--- src/rtl/regfile_pkg.sv ---
// Shared definitions for the multi-port register file: FSM state encoding
// and default geometry.
package regfile_pkg;

    // Default register width and address width (8 registers of 8 bits)
    localparam int DEF_DATA_W = 8;
    localparam int DEF_ADDR_W = 3;

    // Sequencer state encoding
    typedef logic [0:0] state_t;
    localparam logic [0:0] CLEAR = 1'b0;
    localparam logic [0:0] RUN   = 1'b1;

endpackage

--- src/rtl/regfile_mp_if.sv ---
// Decoder <-> register file bus: read/write addresses and strobes from the
// decoder (master), operand data, read-valid and busy back from the file (slave).
interface regfile_mp_if
    import regfile_pkg::*;
#(
    parameter int DATA_W = DEF_DATA_W,
    parameter int ADDR_W = DEF_ADDR_W
);
    logic [ADDR_W-1:0] aa;
    logic [ADDR_W-1:0] ba;
    logic              re;
    logic [ADDR_W-1:0] da;
    logic [DATA_W-1:0] data_in;
    logic              wr;
    logic [DATA_W-1:0] data_a;
    logic [DATA_W-1:0] data_b;
    logic              rd_valid;
    logic              busy;

    modport master (
        output aa, ba, re, da, data_in, wr,
        input  data_a, data_b, rd_valid, busy
    );

    modport slave (
        input  aa, ba, re, da, data_in, wr,
        output data_a, data_b, rd_valid, busy
    );
endinterface

--- src/rtl/regfile_clear_seq.sv ---
// Post-reset clear sequencer: walks clr_ptr over every register, one per
// cycle, then hands the file over to normal operation.
module regfile_clear_seq
    import regfile_pkg::*;
#(
    parameter int ADDR_W = DEF_ADDR_W
) (
    input  logic              clk,
    input  logic              rst,
    output logic              o_clr_we,
    output logic [ADDR_W-1:0] o_clr_addr,
    output logic [0:0]        o_state,
    output logic              o_busy
);
    localparam logic [ADDR_W-1:0] LAST_ADDR = {ADDR_W{1'b1}};

    logic [0:0]        r_state;
    logic [ADDR_W-1:0] r_clr_ptr;
    logic              r_busy;

    // State, sweep pointer and busy flag; reset restarts the sweep from 0
    always_ff @(posedge clk) begin
        if (rst) begin
            r_state   <= CLEAR;
            r_clr_ptr <= '0;
            r_busy    <= 1'b1;
        end else if (r_state == CLEAR) begin
            r_clr_ptr <= r_clr_ptr + 1'b1;
            if (r_clr_ptr == LAST_ADDR) begin
                r_state <= RUN;
                r_busy  <= 1'b0;
            end
        end
    end

    // Clear writes are suppressed while reset is held so the pointer stays parked
    assign o_clr_we   = (r_state == CLEAR) && !rst;
    assign o_clr_addr = r_clr_ptr;
    assign o_state    = r_state;
    assign o_busy     = r_busy;

endmodule

--- src/rtl/regfile_mp.sv ---
// Register file: one write port, two registered read ports, optional
// hardwired-zero register 0. Storage is cleared by a sweep after reset.
// Optional feature macro: REGFILE_BYPASS_EN forwards same-cycle write data
// to a read port addressing the register being written; without it reads
// return the pre-write contents.
module regfile_mp
    import regfile_pkg::*;
#(
    parameter int DATA_W   = DEF_DATA_W,
    parameter int ADDR_W   = DEF_ADDR_W,
    parameter int ZERO_REG = 1
) (
    input logic          clk,
    input logic          rst,
    regfile_mp_if.slave  bus
);
    localparam int DEPTH = 2 ** ADDR_W;

    logic [DATA_W-1:0] r_mem [DEPTH];

    logic              w_clr_we;
    logic [ADDR_W-1:0] w_clr_addr;
    logic [0:0]        w_state;
    logic              w_busy;
    logic              w_run;
    logic              w_user_we;
    logic              w_we;
    logic [ADDR_W-1:0] w_waddr;
    logic [DATA_W-1:0] w_wdata;
    logic [ADDR_W-1:0] w_raddr [2];
    logic              r_rd_valid;

    regfile_clear_seq #(
        .ADDR_W (ADDR_W)
    ) u_clear_seq (
        .clk        (clk),
        .rst        (rst),
        .o_clr_we   (w_clr_we),
        .o_clr_addr (w_clr_addr),
        .o_state    (w_state),
        .o_busy     (w_busy)
    );

    assign w_run = (w_state == RUN);

    // User writes only in RUN, never alongside reset, never into a hardwired R0
    assign w_user_we = w_run && bus.wr && !rst &&
                       !((ZERO_REG != 0) && (bus.da == '0));

    // Single physical write port shared by the clear sweep and the user
    assign w_we    = w_clr_we | w_user_we;
    assign w_waddr = w_clr_we ? w_clr_addr : bus.da;
    assign w_wdata = w_clr_we ? '0 : bus.data_in;

    // Storage array write
    always_ff @(posedge clk) begin
        if (w_we) begin
            r_mem[w_waddr] <= w_wdata;
        end
    end

    assign w_raddr[0] = bus.aa;
    assign w_raddr[1] = bus.ba;

    // One identical registered read path per port
    for (genvar gi = 0; gi < 2; gi++) begin : g_rd_port
        logic              w_is_zero;
        logic [DATA_W-1:0] w_rd_word;
        logic [DATA_W-1:0] r_rdata;

        assign w_is_zero = (ZERO_REG != 0) && (w_raddr[gi] == '0);

`ifdef REGFILE_BYPASS_EN
        // w_user_we already excludes R0, so a hardwired zero is never forwarded
        assign w_rd_word = w_is_zero ? '0 :
                           (w_user_we && (bus.da == w_raddr[gi])) ? bus.data_in :
                           r_mem[w_raddr[gi]];
`else
        assign w_rd_word = w_is_zero ? '0 : r_mem[w_raddr[gi]];
`endif

        // Output register: zero through reset and sweep, load on re, else hold
        always_ff @(posedge clk) begin
            if (rst) begin
                r_rdata <= '0;
            end else if (!w_run) begin
                r_rdata <= '0;
            end else if (bus.re) begin
                r_rdata <= w_rd_word;
            end
        end
    end

    // Read-valid pulses for one cycle after each accepted read
    always_ff @(posedge clk) begin
        if (rst) begin
            r_rd_valid <= 1'b0;
        end else begin
            r_rd_valid <= w_run && bus.re;
        end
    end

    assign bus.data_a   = g_rd_port[0].r_rdata;
    assign bus.data_b   = g_rd_port[1].r_rdata;
    assign bus.rd_valid = r_rd_valid;
    assign bus.busy     = w_busy;

endmodule

--- src/flat_wrapper.sv ---
// flat-port wrapper written by rule: the top's interface ports become plain ports
module regfile_mp_flat import regfile_pkg::*;
#(
    parameter int DATA_W   = DEF_DATA_W,
    parameter int ADDR_W   = DEF_ADDR_W,
    parameter int ZERO_REG = 1
)
  (clk, rst, bus_aa, bus_ba, bus_re, bus_da, bus_data_in, bus_wr, bus_data_a, bus_data_b, bus_rd_valid, bus_busy);
  regfile_mp_if #(.DATA_W(DATA_W), .ADDR_W(ADDR_W)) bus_i ();
  input logic clk;
  input logic rst;
  input wire logic [$bits(bus_i.aa)-1:0] bus_aa;
  input wire logic [$bits(bus_i.ba)-1:0] bus_ba;
  input wire logic [$bits(bus_i.re)-1:0] bus_re;
  input wire logic [$bits(bus_i.da)-1:0] bus_da;
  input wire logic [$bits(bus_i.data_in)-1:0] bus_data_in;
  input wire logic [$bits(bus_i.wr)-1:0] bus_wr;
  output wire logic [$bits(bus_i.data_a)-1:0] bus_data_a;
  output wire logic [$bits(bus_i.data_b)-1:0] bus_data_b;
  output wire logic [$bits(bus_i.rd_valid)-1:0] bus_rd_valid;
  output wire logic [$bits(bus_i.busy)-1:0] bus_busy;
  assign bus_i.aa = bus_aa;
  assign bus_i.ba = bus_ba;
  assign bus_i.re = bus_re;
  assign bus_i.da = bus_da;
  assign bus_i.data_in = bus_data_in;
  assign bus_i.wr = bus_wr;
  assign bus_data_a = bus_i.data_a;
  assign bus_data_b = bus_i.data_b;
  assign bus_rd_valid = bus_i.rd_valid;
  assign bus_busy = bus_i.busy;
  regfile_mp #(.DATA_W(DATA_W), .ADDR_W(ADDR_W), .ZERO_REG(ZERO_REG)) u_core (.clk(clk), .rst(rst), .bus(bus_i));
endmodule
--- config.mk ---
export PLATFORM = sky130hd
export DESIGN_NAME = regfile_mp_flat
export DESIGN_NICKNAME = d
export VERILOG_FILES = /design/src/rtl/regfile_pkg.sv /design/src/rtl/regfile_mp_if.sv /design/src/rtl/regfile_clear_seq.sv /design/src/rtl/regfile_mp.sv /design/src/flat_wrapper.sv
export SDC_FILE = /design/constraint.sdc
export NUM_CORES = 1
export LEC_CHECK = 0
export ABC_AREA = 1
export BUFFER_PORTS_ARGS = -buffer_cell sky130_fd_sc_hd__buf_2
export CORE_ASPECT_RATIO = 0.8
export CORE_MARGIN = 4
export CORE_UTILIZATION = 58
export CTS_BUF_LIST = sky130_fd_sc_hd__clkbuf_8 sky130_fd_sc_hd__clkbuf_16
export CTS_CLUSTER_SIZE = 10
export DETAILED_ROUTE_END_ITERATION = 6
export PLACE_DENSITY = 0.77
export RECOVER_POWER = 100
export SLEW_MARGIN = 40
export SYNTH_ARGS = -nofsm -noshare
export SYNTH_HDL_FRONTEND = slang
export SYNTH_SLANG_ARGS = --single-unit
--- constraint.sdc ---
create_clock -name clk -period 2.1 [get_ports clk]
set_input_delay 0.105 -clock clk [delete_from_list [all_inputs] [get_ports clk]]
set_output_delay 0.105 -clock clk [all_outputs]
set_load 0.1 [all_outputs]
==> impl_metrics.env, run 1 <==
export IMPL_run_status="complete, no violations"
export IMPL_ys_types=19
export IMPL_yosys_register_bits=78
export IMPL_regToRegStartpoint="u_core.u_clear_seq.o_state"
export IMPL_clkLatencyLatePin_ns=0.35
export IMPL_netlist_instances=441
export IMPL_dieArea_um2=7690
export IMPL_rr_worst_depth=6
export IMPL_maxCapViolCount=0
export IMPL_drtPass1Iterations=5
export IMPL_critPathKind="register to register"
export IMPL_synth_nets=464
export IMPL_post_drt_wl_per_cell_um=16.5
export IMPL_crit_fanout=8
export IMPL_fin_ws_ns=0.339
export IMPL_finish_utilization=0.682
export IMPL_grt_pass1_wl_um=14900
export IMPL_synth_main_ff_cell="edfxtp_1"
export IMPL_io_buffers=38
export IMPL_antenna_found_initial=0
export IMPL_ios=39
export IMPL_synth_most_common_cell="nand2_1"
export IMPL_synth_warnings=0
export IMPL_worstHoldPathType="input pin to register"
export IMPL_start_util=0.610
export IMPL_layout_drive_gt1_share=0.104
export IMPL_fp_dieH_um=79.3
export IMPL_num_vias=3156
export IMPL_p_leak_nw=1.78
export IMPL_grt_usage=0.256
export IMPL_cts_path_max_buffers=2
export IMPL_postCtsSetupBuffers=0
export IMPL_ctsResizeCount=0
export IMPL_max_stage_delay_ns=0.37
export IMPL_synth_area_um2=3680
export IMPL_synth_commonest_cells="160 x nand2_1, 60 x nand3_1, 56 x edfxtp_1, 46 x inv_1, 29 x nor2_1"
export IMPL_crit_top_cell="nor2_1"
export IMPL_yosysSeqAreaShare=0.576
export IMPL_cts_tree="yes"
export IMPL_synthArstFlopShare=0
export IMPL_die_x_um=97.1
export IMPL_synth_top_cell_area_share=0.457
export IMPL_slew_headroom=0.216
export IMPL_worst_path_stages=6
export IMPL_avgSynthCellArea_um2=8.35
export IMPL_min_period_ns=1.76
export IMPL_core_area_um2=6040
export IMPL_period_share=0.838
export IMPL_fmax_ghz=0.568
export IMPL_holdPathStages=3
export IMPL_tightest_slew_ns=1.18
export IMPL_nets=507
export IMPL_htree_levels=3
export IMPL_critPathArrivalTime_ns=1.82
export IMPL_setup_viol=0
export IMPL_hp_start="rst"
export IMPL_postRouteAntennaNets=0
export IMPL_grt_max_degree=26
export IMPL_ir_drop_mv=0.548
export IMPL_cts_buffers=9
export IMPL_synth_area_top_cells="edfxtp_1 46%, nand2_1 16%, dfxtp_1 12%"
export IMPL_power_mw=3.06
export IMPL_first_global_vias=2751
export IMPL_cts_sinks=78
export IMPL_hpwlAfterDp_um=6880
export IMPL_final_hold_violation_count=0
export IMPL_critPathTopFamily="simple AND/OR/NAND/NOR gates"
export IMPL_diodes=0
export IMPL_startpoint_type="register"
export IMPL_clkTransAtPathRegs_ns=0.09
export IMPL_routed_via_density=5.54
export IMPL_postCtsHoldBufs=0
export IMPL_drt_wl_total_um=9430
export IMPL_gr_total_overflow=0
export IMPL_required_ns=2.16
export IMPL_grt_setup_unrepaired="no"
export IMPL_drt_iter0_drc=290
export IMPL_final_fill_count=479
export IMPL_timing_max_transition_violations_final=0
export IMPL_path_cells="nor2_1, nor2_1, a21oi_1, nand3_1, nor2_1, buf_4"
export IMPL_setup_tns_ns=0
export IMPL_yosysTopAreaCell="edfxtp_1"
export IMPL_cp_end_kind="register"
export IMPL_cp_buffers_inverters=1
export IMPL_finalClockSkew_ns=0.00938
export IMPL_drcViolationCount=0
export IMPL_gp_congestion=0.994
export IMPL_synth_edf_count=56
export IMPL_syn2layout_area_growth_pct=11.9
export IMPL_powerDensity_nw_per_um2=742
export IMPL_detailedPlace_worstSlack_ns=0.477
export IMPL_clockRootBuffer="clkbuf_8"
export IMPL_startpoint="u_core.u_clear_seq.o_state"
export IMPL_rows=25
export IMPL_cp_slowest_cell="dfxtp_1"
-- layout by cell type, fill, tap and decap left out, drive strengths merged --
| cell | n |
|---|---|
| ha | 2 |
| nand3 | 60 |
| a21oi | 19 |
| clkbuf | 31 |
| buf | 29 |
| nor2 | 32 |
| nand2 | 160 |
| dfxtp | 22 |
| nand3b | 2 |
| o21ai | 18 |
| clkinv | 2 |
| nand4 | 3 |
| inv | 52 |
| clkinvlp | 1 |
| edfxtp | 56 |
-- state kept, by name (all words and copies together) (netlist names) --
name / count
u_core.bus.data_a: 8
u_core.bus.data_b: 8
u_core.bus.rd_valid: 1
u_core.r_mem: 56
u_core.u_clear_seq.o_busy: 1
u_core.u_clear_seq.o_clr_addr: 3
u_core.u_clear_seq.o_state: 1
-- tightest hold or removal path: stages --
cell	delay [ns]
buf_2	0.14
nor2_1	0.10
a21oi_1	0.04
-- kinds of logic after synthesis --
logic type               synth area share
AND/OR/NAND/NOR                     0.290
adder cells (fa/ha/maj)           0.00680
AO/OA/AOI/OAI                      0.0503
buffers and inverters              0.0765
flip-flops                          0.576
-- layout make-up --
cell class                 count  area, um2  area share
tap                           81        101      0.0246
sequential                    78       2120       0.515
timing repair buffer          51        253      0.0613
clock buffer                   9        124      0.0301
inverter                      48        180      0.0437
clock inverter                 7       65.1      0.0158
multi-input combinational    296       1270       0.309
-- power by group --
part           internal (mW)  leakage (nW)  switching (mW)
Sequential              1.69         0.695          0.0214
Combinational         0.0850         0.994           0.205
Clock                  0.457        0.0943           0.601
Total                   2.23          1.78           0.827
-- metal layers --
| metal | track usage | share of wire |
|---|---|---|
| met1 | 0.380 | 0.43 |
| met2 | 0.366 | 0.41 |
| met3 | 0.0702 | 0.13 |
| met4 | 0.0785 | 0.024 |
| met5 | 0 | 0 |
-- metrics by stage --
| step | hold slack, ns | cells | area, um2 |
|---|---|---|---|
| floorplan | 0.249 | 441 | 3680 |
| global placement | 0.434 | 554 | 3970 |
| finish | 0.0820 | 570 | 4120 |
| detailed placement | 0.441 | 554 | 3970 |
| CTS | 0.0783 | 570 | 4160 |
| global route | 0.0897 | 570 | 4120 |
-- path summary, 6_finish.rpt --
kind | end | slack (ns)
min | u_core.u_clear_seq.o_busy | 0.08
max reg2reg | u_core.r_mem[3][5] | 0.34
min reg2reg | u_core.bus.data_b[4] | 0.46
max | u_core.r_mem[3][5] | 0.34
Note: power is estimated with default switching activity, not from simulation.
==> inputs of run 2 (changes only) <==
- ABC_AREA: 1 -> 0
- clock period: 2.1 -> 1.8 ns (I/O delays scaled with it)
==> run 2 against run 1 <==
  * Register-to-register slack worse by 0.19 ns
  * Worst setup slack worse by 0.19 ns
  * Area after synthesis down 1.3%
  * First-iteration DRC count down 3.4%
  * Via count down 20%
  * Core utilization up 0.52 points
  * Wire length down 12%
  * Largest cell class unchanged
==> impl_metrics.env, run 2 <==
export IMPL_routed_via_density=6.09
export IMPL_grt_setup_unrepaired="no"
export IMPL_synth_simple_gate_area_frac=0.0892
export IMPL_post_drt_wl_per_cell_um=20.1
export IMPL_regToRegStartpoint="u_core.u_clear_seq.o_state"
export IMPL_worstHoldPathType="input pin to register"
export IMPL_design_area_um2=4130
export IMPL_synth_area_um2=3630
export IMPL_timing_max_transition_violations_final=0
export IMPL_critPathArrivalTime_ns=1.68
export IMPL_clkPwrFrac=0.379
export IMPL_setup_tns_ns=0
export IMPL_syn2layout_area_growth_pct=13.7
export IMPL_synth_nets=302
export IMPL_finish_utilization=0.688
export IMPL_start_util=0.605
export IMPL_synth_main_ff_cell="edfxtp_1"
export IMPL_num_vias=2515
export IMPL_synthArstFlopShare=0
export IMPL_synth_xor_area_frac=0
export IMPL_drtPass1Iterations=5
export IMPL_p_sw_mw=0.850
export IMPL_rr_endpoint="u_core.r_mem[4][4]"
export IMPL_antenna_found_initial=0
export IMPL_p_seq_frac=0.534
export IMPL_holdPathStages=2
export IMPL_yosysTopAreaCell="edfxtp_1"
export IMPL_power_mw=3.73
export IMPL_placed_area_um2=3930
export IMPL_setup_viol=0
export IMPL_layout_drive_gt1_share=0.280
export IMPL_largest_reg_flops=56
export IMPL_hp_start="rst"
export IMPL_rr_worst_depth=4
export IMPL_grt_pass1_wl_um=12800
export IMPL_whs_ns=0.0195
export IMPL_final_hold_violation_count=0
export IMPL_synth_compound_gate_area_share=0.121
export IMPL_hpwlAfterDp_um=5990
export IMPL_synth_mux_area_fraction=0.159
export IMPL_postCtsHoldBufs=0
export IMPL_ios=39
export IMPL_fin_ws_ns=0.146
export IMPL_drt_wl_total_um=8290
export IMPL_synth_area_top_cells="edfxtp_1 46%, dfxtp_1 12%, mux2i_1 11%"
export IMPL_diodes=0
export IMPL_clockRootBuffer="clkbuf_8"
export IMPL_final_fill_count=449
export IMPL_ys_types=36
export IMPL_regMostFlops="u_core.r_mem"
export IMPL_core_area_um2=6010
export IMPL_p_leak_nw=1.59
export IMPL_synthAdderAreaFrac=0.00689
export IMPL_slew_headroom=0.588
export IMPL_tightest_slew_ns=0.617
export IMPL_period_share=0.919
export IMPL_fin_cells=413
export IMPL_powerDensity_nw_per_um2=902
export IMPL_drt_iter0_drc=280
export IMPL_critPathTopFamily="simple AND/OR/NAND/NOR gates"
export IMPL_swShare=0.228
export IMPL_synth_most_common_cell="edfxtp_1"
export IMPL_first_global_vias=2316
export IMPL_gp_congestion=0.858
export IMPL_rows=25
export IMPL_postRouteAntennaNets=0
export IMPL_synth_top_cell_area_share=0.463
export IMPL_die_x_um=96.5
export IMPL_max_stage_delay_ns=0.35
export IMPL_maxCapViolCount=0
export IMPL_multiInputGateArea_um2=1370
export IMPL_startpoint_type="register"
export IMPL_avgSynthCellArea_um2=13.0
export IMPL_nets=350
export IMPL_synth_top_family_by_area="multiplexers"
export IMPL_gr_total_overflow=0
export IMPL_place_inst=397
export IMPL_detailedPlace_worstSlack_ns=0.239
export IMPL_r2r_slack_ns=0.15
export IMPL_cts_sinks=78
export IMPL_dieArea_um2=7600
export IMPL_cp_end_kind="register"
export IMPL_crit_fanout=8
export IMPL_io_buffers=38
export IMPL_clkTransAtPathRegs_ns=0.08
export IMPL_cts_buffers=9
export IMPL_synth_commonest_cells="56 x edfxtp_1, 41 x mux2i_1, 26 x nor2_1, 22 x dfxtp_1, 13 x nor2b_1"
export IMPL_cts_tree="yes"
export IMPL_ctsResizeCount=0
export IMPL_ir_drop_mv=0.476
export IMPL_mostFrequentLayoutCells="56 x edfxtp_1, 41 x mux2i_1, 26 x nor2_1"
export IMPL_fmax_ghz=0.605
export IMPL_clkLatencyLatePin_ns=0.36
export IMPL_synth_edf_count=56
export IMPL_netlist_instances=279
export IMPL_cp_slowest_cell="dfxtp_1"
export IMPL_finalClockSkew_ns=0.0142
export IMPL_run_status="complete, no violations"
export IMPL_cts_path_max_buffers=2
export IMPL_combPwrFrac=0.087
export IMPL_final_common_cell="edfxtp_1"
export IMPL_ff_latch_area_um2=2120
export IMPL_yosys_register_bits=78
export IMPL_yosysSeqAreaShare=0.584
export IMPL_fp_dieH_um=78.8
export IMPL_synth_warnings=0
export IMPL_postCtsSetupBuffers=0
export IMPL_drcViolationCount=0
export IMPL_required_ns=1.83
export IMPL_htree_levels=3
export IMPL_min_to="u_core.u_clear_seq.o_clr_addr[0]"
export IMPL_intPower_mw=2.87
export IMPL_critPathKind="register to register"
export IMPL_cp_buffers_inverters=1
export IMPL_grt_max_degree=26
export IMPL_min_period_ns=1.65
export IMPL_path_cells="or2_2, a21oi_1, nor2b_1, clkbuf_2"
export IMPL_grt_usage=0.235
-- run 2: area by class of cell --
cell class	instances	area share
Multi-Input combinational cell	179	0.331
Timing Repair Buffer	56	0.0739
Tap cell	81	0.0245
Inverter	3	0.00273
Sequential cell	78	0.514
Clock buffer	9	0.0300
Clock inverter	7	0.0236
-- run 2: logic make-up after synthesis --
family	count (synthesis)
flip-flops	78
adder cells (fa/ha/maj)	2
AO/OA/AOI/OAI	58
multiplexers	53
AND/OR/NAND/NOR	66
buffers and inverters	22
-- run 2: how the worst max path moves through the flow --
| stage | start | endpoint | slack (ns) | cells past startpoint |
|---|---|---|---|---|
| finish | u_core.u_clear_seq.o_state | u_core.r_mem[4][4] | 0.15 | 4 |
| global route | u_core.u_clear_seq.o_state | u_core.r_mem[3][2] | 0.08 | 6 |
| CTS | u_core.u_clear_seq.o_state | u_core.r_mem[6][7] | 0.22 | 3 |
| detailed placement | u_core.u_clear_seq.o_state | u_core.r_mem[6][7] | 0.24 | 3 |
| global placement | u_core.u_clear_seq.o_state | u_core.r_mem[6][0] | 0.29 | 3 |
| floorplan | u_core.u_clear_seq.o_state | u_core.r_mem[5][0] | 0.04 | 5 |
-- run 2: power by group through the flow --
stage | registers, mW | clock network (mW) | logic (mW)
5_1_grt | 1.99 | 1.54 | 0.352
4_1_cts | 1.99 | 1.44 | 0.325
2_1_floorplan | 2.02 | 0 | 0.228
6_report | 1.99 | 1.41 | 0.323
3_3_place_gp | 2.03 | 0 | 0.320
3_5_place_dp | 2.03 | 0 | 0.324
-- run 2: metal layers --
metal	wire length (um)	share of wire	GRT usage
met5	0	0	0
met4	86	0.010	0.0686
met3	936	0.11	0.0814
met2	3420	0.41	0.311
met1	3840	0.46	0.362
-- run 2: worst register-to-register path, delay by kind of cell, from the launching register on --
family | cells | cell delay [ns]
compound gates | 1 | 0.21
buf+inv | 1 | 0.29
flops | 1 | 0.35
simple gates | 2 | 0.48
==> inputs of run 3 (changes only) <==
- CORE_UTILIZATION: 58 -> 40
- PLACE_DENSITY: 0.77 -> 0.56
==> run 3 against run 2 <==
  * Critical path depth up 1
  * Fmax grew 1.8%
  * Final area grew 4.5%
  * Global-route usage decreased by 5.7 points
  * Largest cell class unchanged
  * Largest power group is now the clock network
==> impl_metrics.env, run 3 (synthesis gave the netlist of run 2 again) <==
export IMPL_rows=30
export IMPL_dieArea_um2=10700
export IMPL_detailedPlace_worstSlack_ns=0.260
export IMPL_timing_max_transition_violations_final=0
export IMPL_maxCapViolCount=0
export IMPL_worstHoldPathType="input pin to register"
export IMPL_routed_via_density=5.39
export IMPL_fp_dieH_um=93.2
export IMPL_layout_drive_gt1_share=0.282
export IMPL_p_sw_mw=0.902
export IMPL_fin_ws_ns=0.175
export IMPL_regMostFlops="u_core.r_mem"
export IMPL_design_area_um2=4320
export IMPL_period_share=0.903
export IMPL_nets=355
export IMPL_diodes=0
export IMPL_setup_tns_ns=0
export IMPL_ir_drop_mv=0.719
export IMPL_swShare=0.206
export IMPL_grt_usage=0.177
export IMPL_cts_sinks=78
export IMPL_gr_total_overflow=0
export IMPL_startpoint_type="register"
export IMPL_max_stage_delay_ns=0.40
export IMPL_crit_fanout=7
export IMPL_path_cells="buf_4, nand3_1, a21o_1, a21oi_2, clkbuf_1"
export IMPL_postCtsHoldBufs=0
export IMPL_drt_wl_total_um=8880
export IMPL_finalClockSkew_ns=0.00517
export IMPL_start_util=0.419
export IMPL_clkLatencyLatePin_ns=0.34
export IMPL_multiInputGateArea_um2=1370
export IMPL_drt_iter0_drc=142
export IMPL_num_vias=2418
export IMPL_tightest_slew_ns=0.543
export IMPL_p_leak_nw=1.68
export IMPL_intPower_mw=3.47
export IMPL_clkTransAtPathRegs_ns=0.06
export IMPL_cts_tree="yes"
export IMPL_io_buffers=38
export IMPL_postCtsSetupBuffers=0
export IMPL_critPathArrivalTime_ns=1.63
export IMPL_combPwrFrac=0.076
export IMPL_post_drt_wl_per_cell_um=19.8
export IMPL_cp_slowest_cell="dfxtp_1"
export IMPL_cts_buffers=9
export IMPL_htree_levels=3
export IMPL_syn2layout_area_growth_pct=18.8
export IMPL_first_global_vias=2422
export IMPL_setup_viol=0
export IMPL_ios=39
export IMPL_cp_end_kind="register"
export IMPL_antenna_found_initial=0
export IMPL_hpwlAfterDp_um=6260
export IMPL_grt_pass1_wl_um=13700
export IMPL_cts_path_max_buffers=2
export IMPL_p_seq_frac=0.454
export IMPL_grt_setup_unrepaired="no"
export IMPL_min_period_ns=1.63
export IMPL_powerDensity_nw_per_um2=1010
export IMPL_clockRootBuffer="clkbuf_16"
export IMPL_fmax_ghz=0.615
export IMPL_ctsResizeCount=0
export IMPL_postRouteAntennaNets=0
export IMPL_gp_congestion=0.796
export IMPL_largest_reg_flops=56
export IMPL_final_fill_count=758
export IMPL_placed_area_um2=4010
export IMPL_drtPass1Iterations=4
export IMPL_grt_max_degree=26
export IMPL_mostFrequentLayoutCells="56 x edfxtp_1, 41 x mux2i_1, 26 x nor2_1"
export IMPL_die_x_um=115
export IMPL_final_common_cell="edfxtp_1"
export IMPL_run_status="complete, no violations"
export IMPL_ff_latch_area_um2=2120
export IMPL_final_hold_violation_count=0
export IMPL_core_area_um2=8670
export IMPL_slew_headroom=0.639
export IMPL_critPathKind="register to register"
export IMPL_clkPwrFrac=0.470
export IMPL_required_ns=1.81
export IMPL_drcViolationCount=0
-- run 3: metrics by stage --
| stage | power [mW] | utilization | cells | hold slack (ns) |
|---|---|---|---|---|
| final | 4.38 | 0.498 | 449 | 0.0424 |
| after global routing | 4.53 | 0.498 | 449 | 0.0582 |
| after CTS | 4.42 | 0.502 | 449 | 0.0304 |
| after detailed placement | 2.36 | 0.462 | 433 | 0.393 |
| after global placement | 2.36 | 0.462 | 433 | 0.396 |
| after floorplan | 2.25 | - | 279 | 0.343 |
-- run 3: layer usage --
layer	GRT usage	part of all wire	up-vias
li1	-	-	1191
met1	0.242	0.48	1160
met2	0.263	0.45	58
met3	0.0556	0.050	9
met4	0.0663	0.018	0
met5	0	0	-
-- run 3: area by class of cell --
| class | instances | share of cell area |
|---|---|---|
| multi-input combinational | 179 | 0.318 |
| sequential | 78 | 0.491 |
| timing repair buffer | 61 | 0.0765 |
| clock inverter | 6 | 0.0238 |
| tap | 112 | 0.0325 |
| inverter | 3 | 0.00261 |
| clock buffer | 10 | 0.0553 |
-- run 3: power by group through the flow --
stage / combinational (mW) / clock [mW] / sequential [mW]
after global routing: 0.365 / 2.17 / 1.99
after CTS: 0.338 / 2.10 / 1.99
after floorplan: 0.228 / 0 / 2.02
after global placement: 0.337 / 0 / 2.02
after detailed placement: 0.337 / 0 / 2.02
final: 0.332 / 2.06 / 1.99
-- run 3: final timing paths --
check | start | to | slack (ns) | cells past startpoint
max | u_core.u_clear_seq.o_state | u_core.r_mem[7][1] | 0.17 | 5
min reg2reg | u_core.u_clear_seq.o_busy | u_core.u_clear_seq.o_busy | 0.47 | 1
max reg2reg | u_core.u_clear_seq.o_state | u_core.r_mem[7][1] | 0.17 | 5
min | rst | u_core.u_clear_seq.o_clr_addr[0] | 0.04 | 2
-- run 3: worst max-delay path, delay by kind of cell (launching register included) --
family	cells	cell delay (ns)
buf+inv	2	0.47
simple gates	1	0.07
compound gates	2	0.35
flops	1	0.40
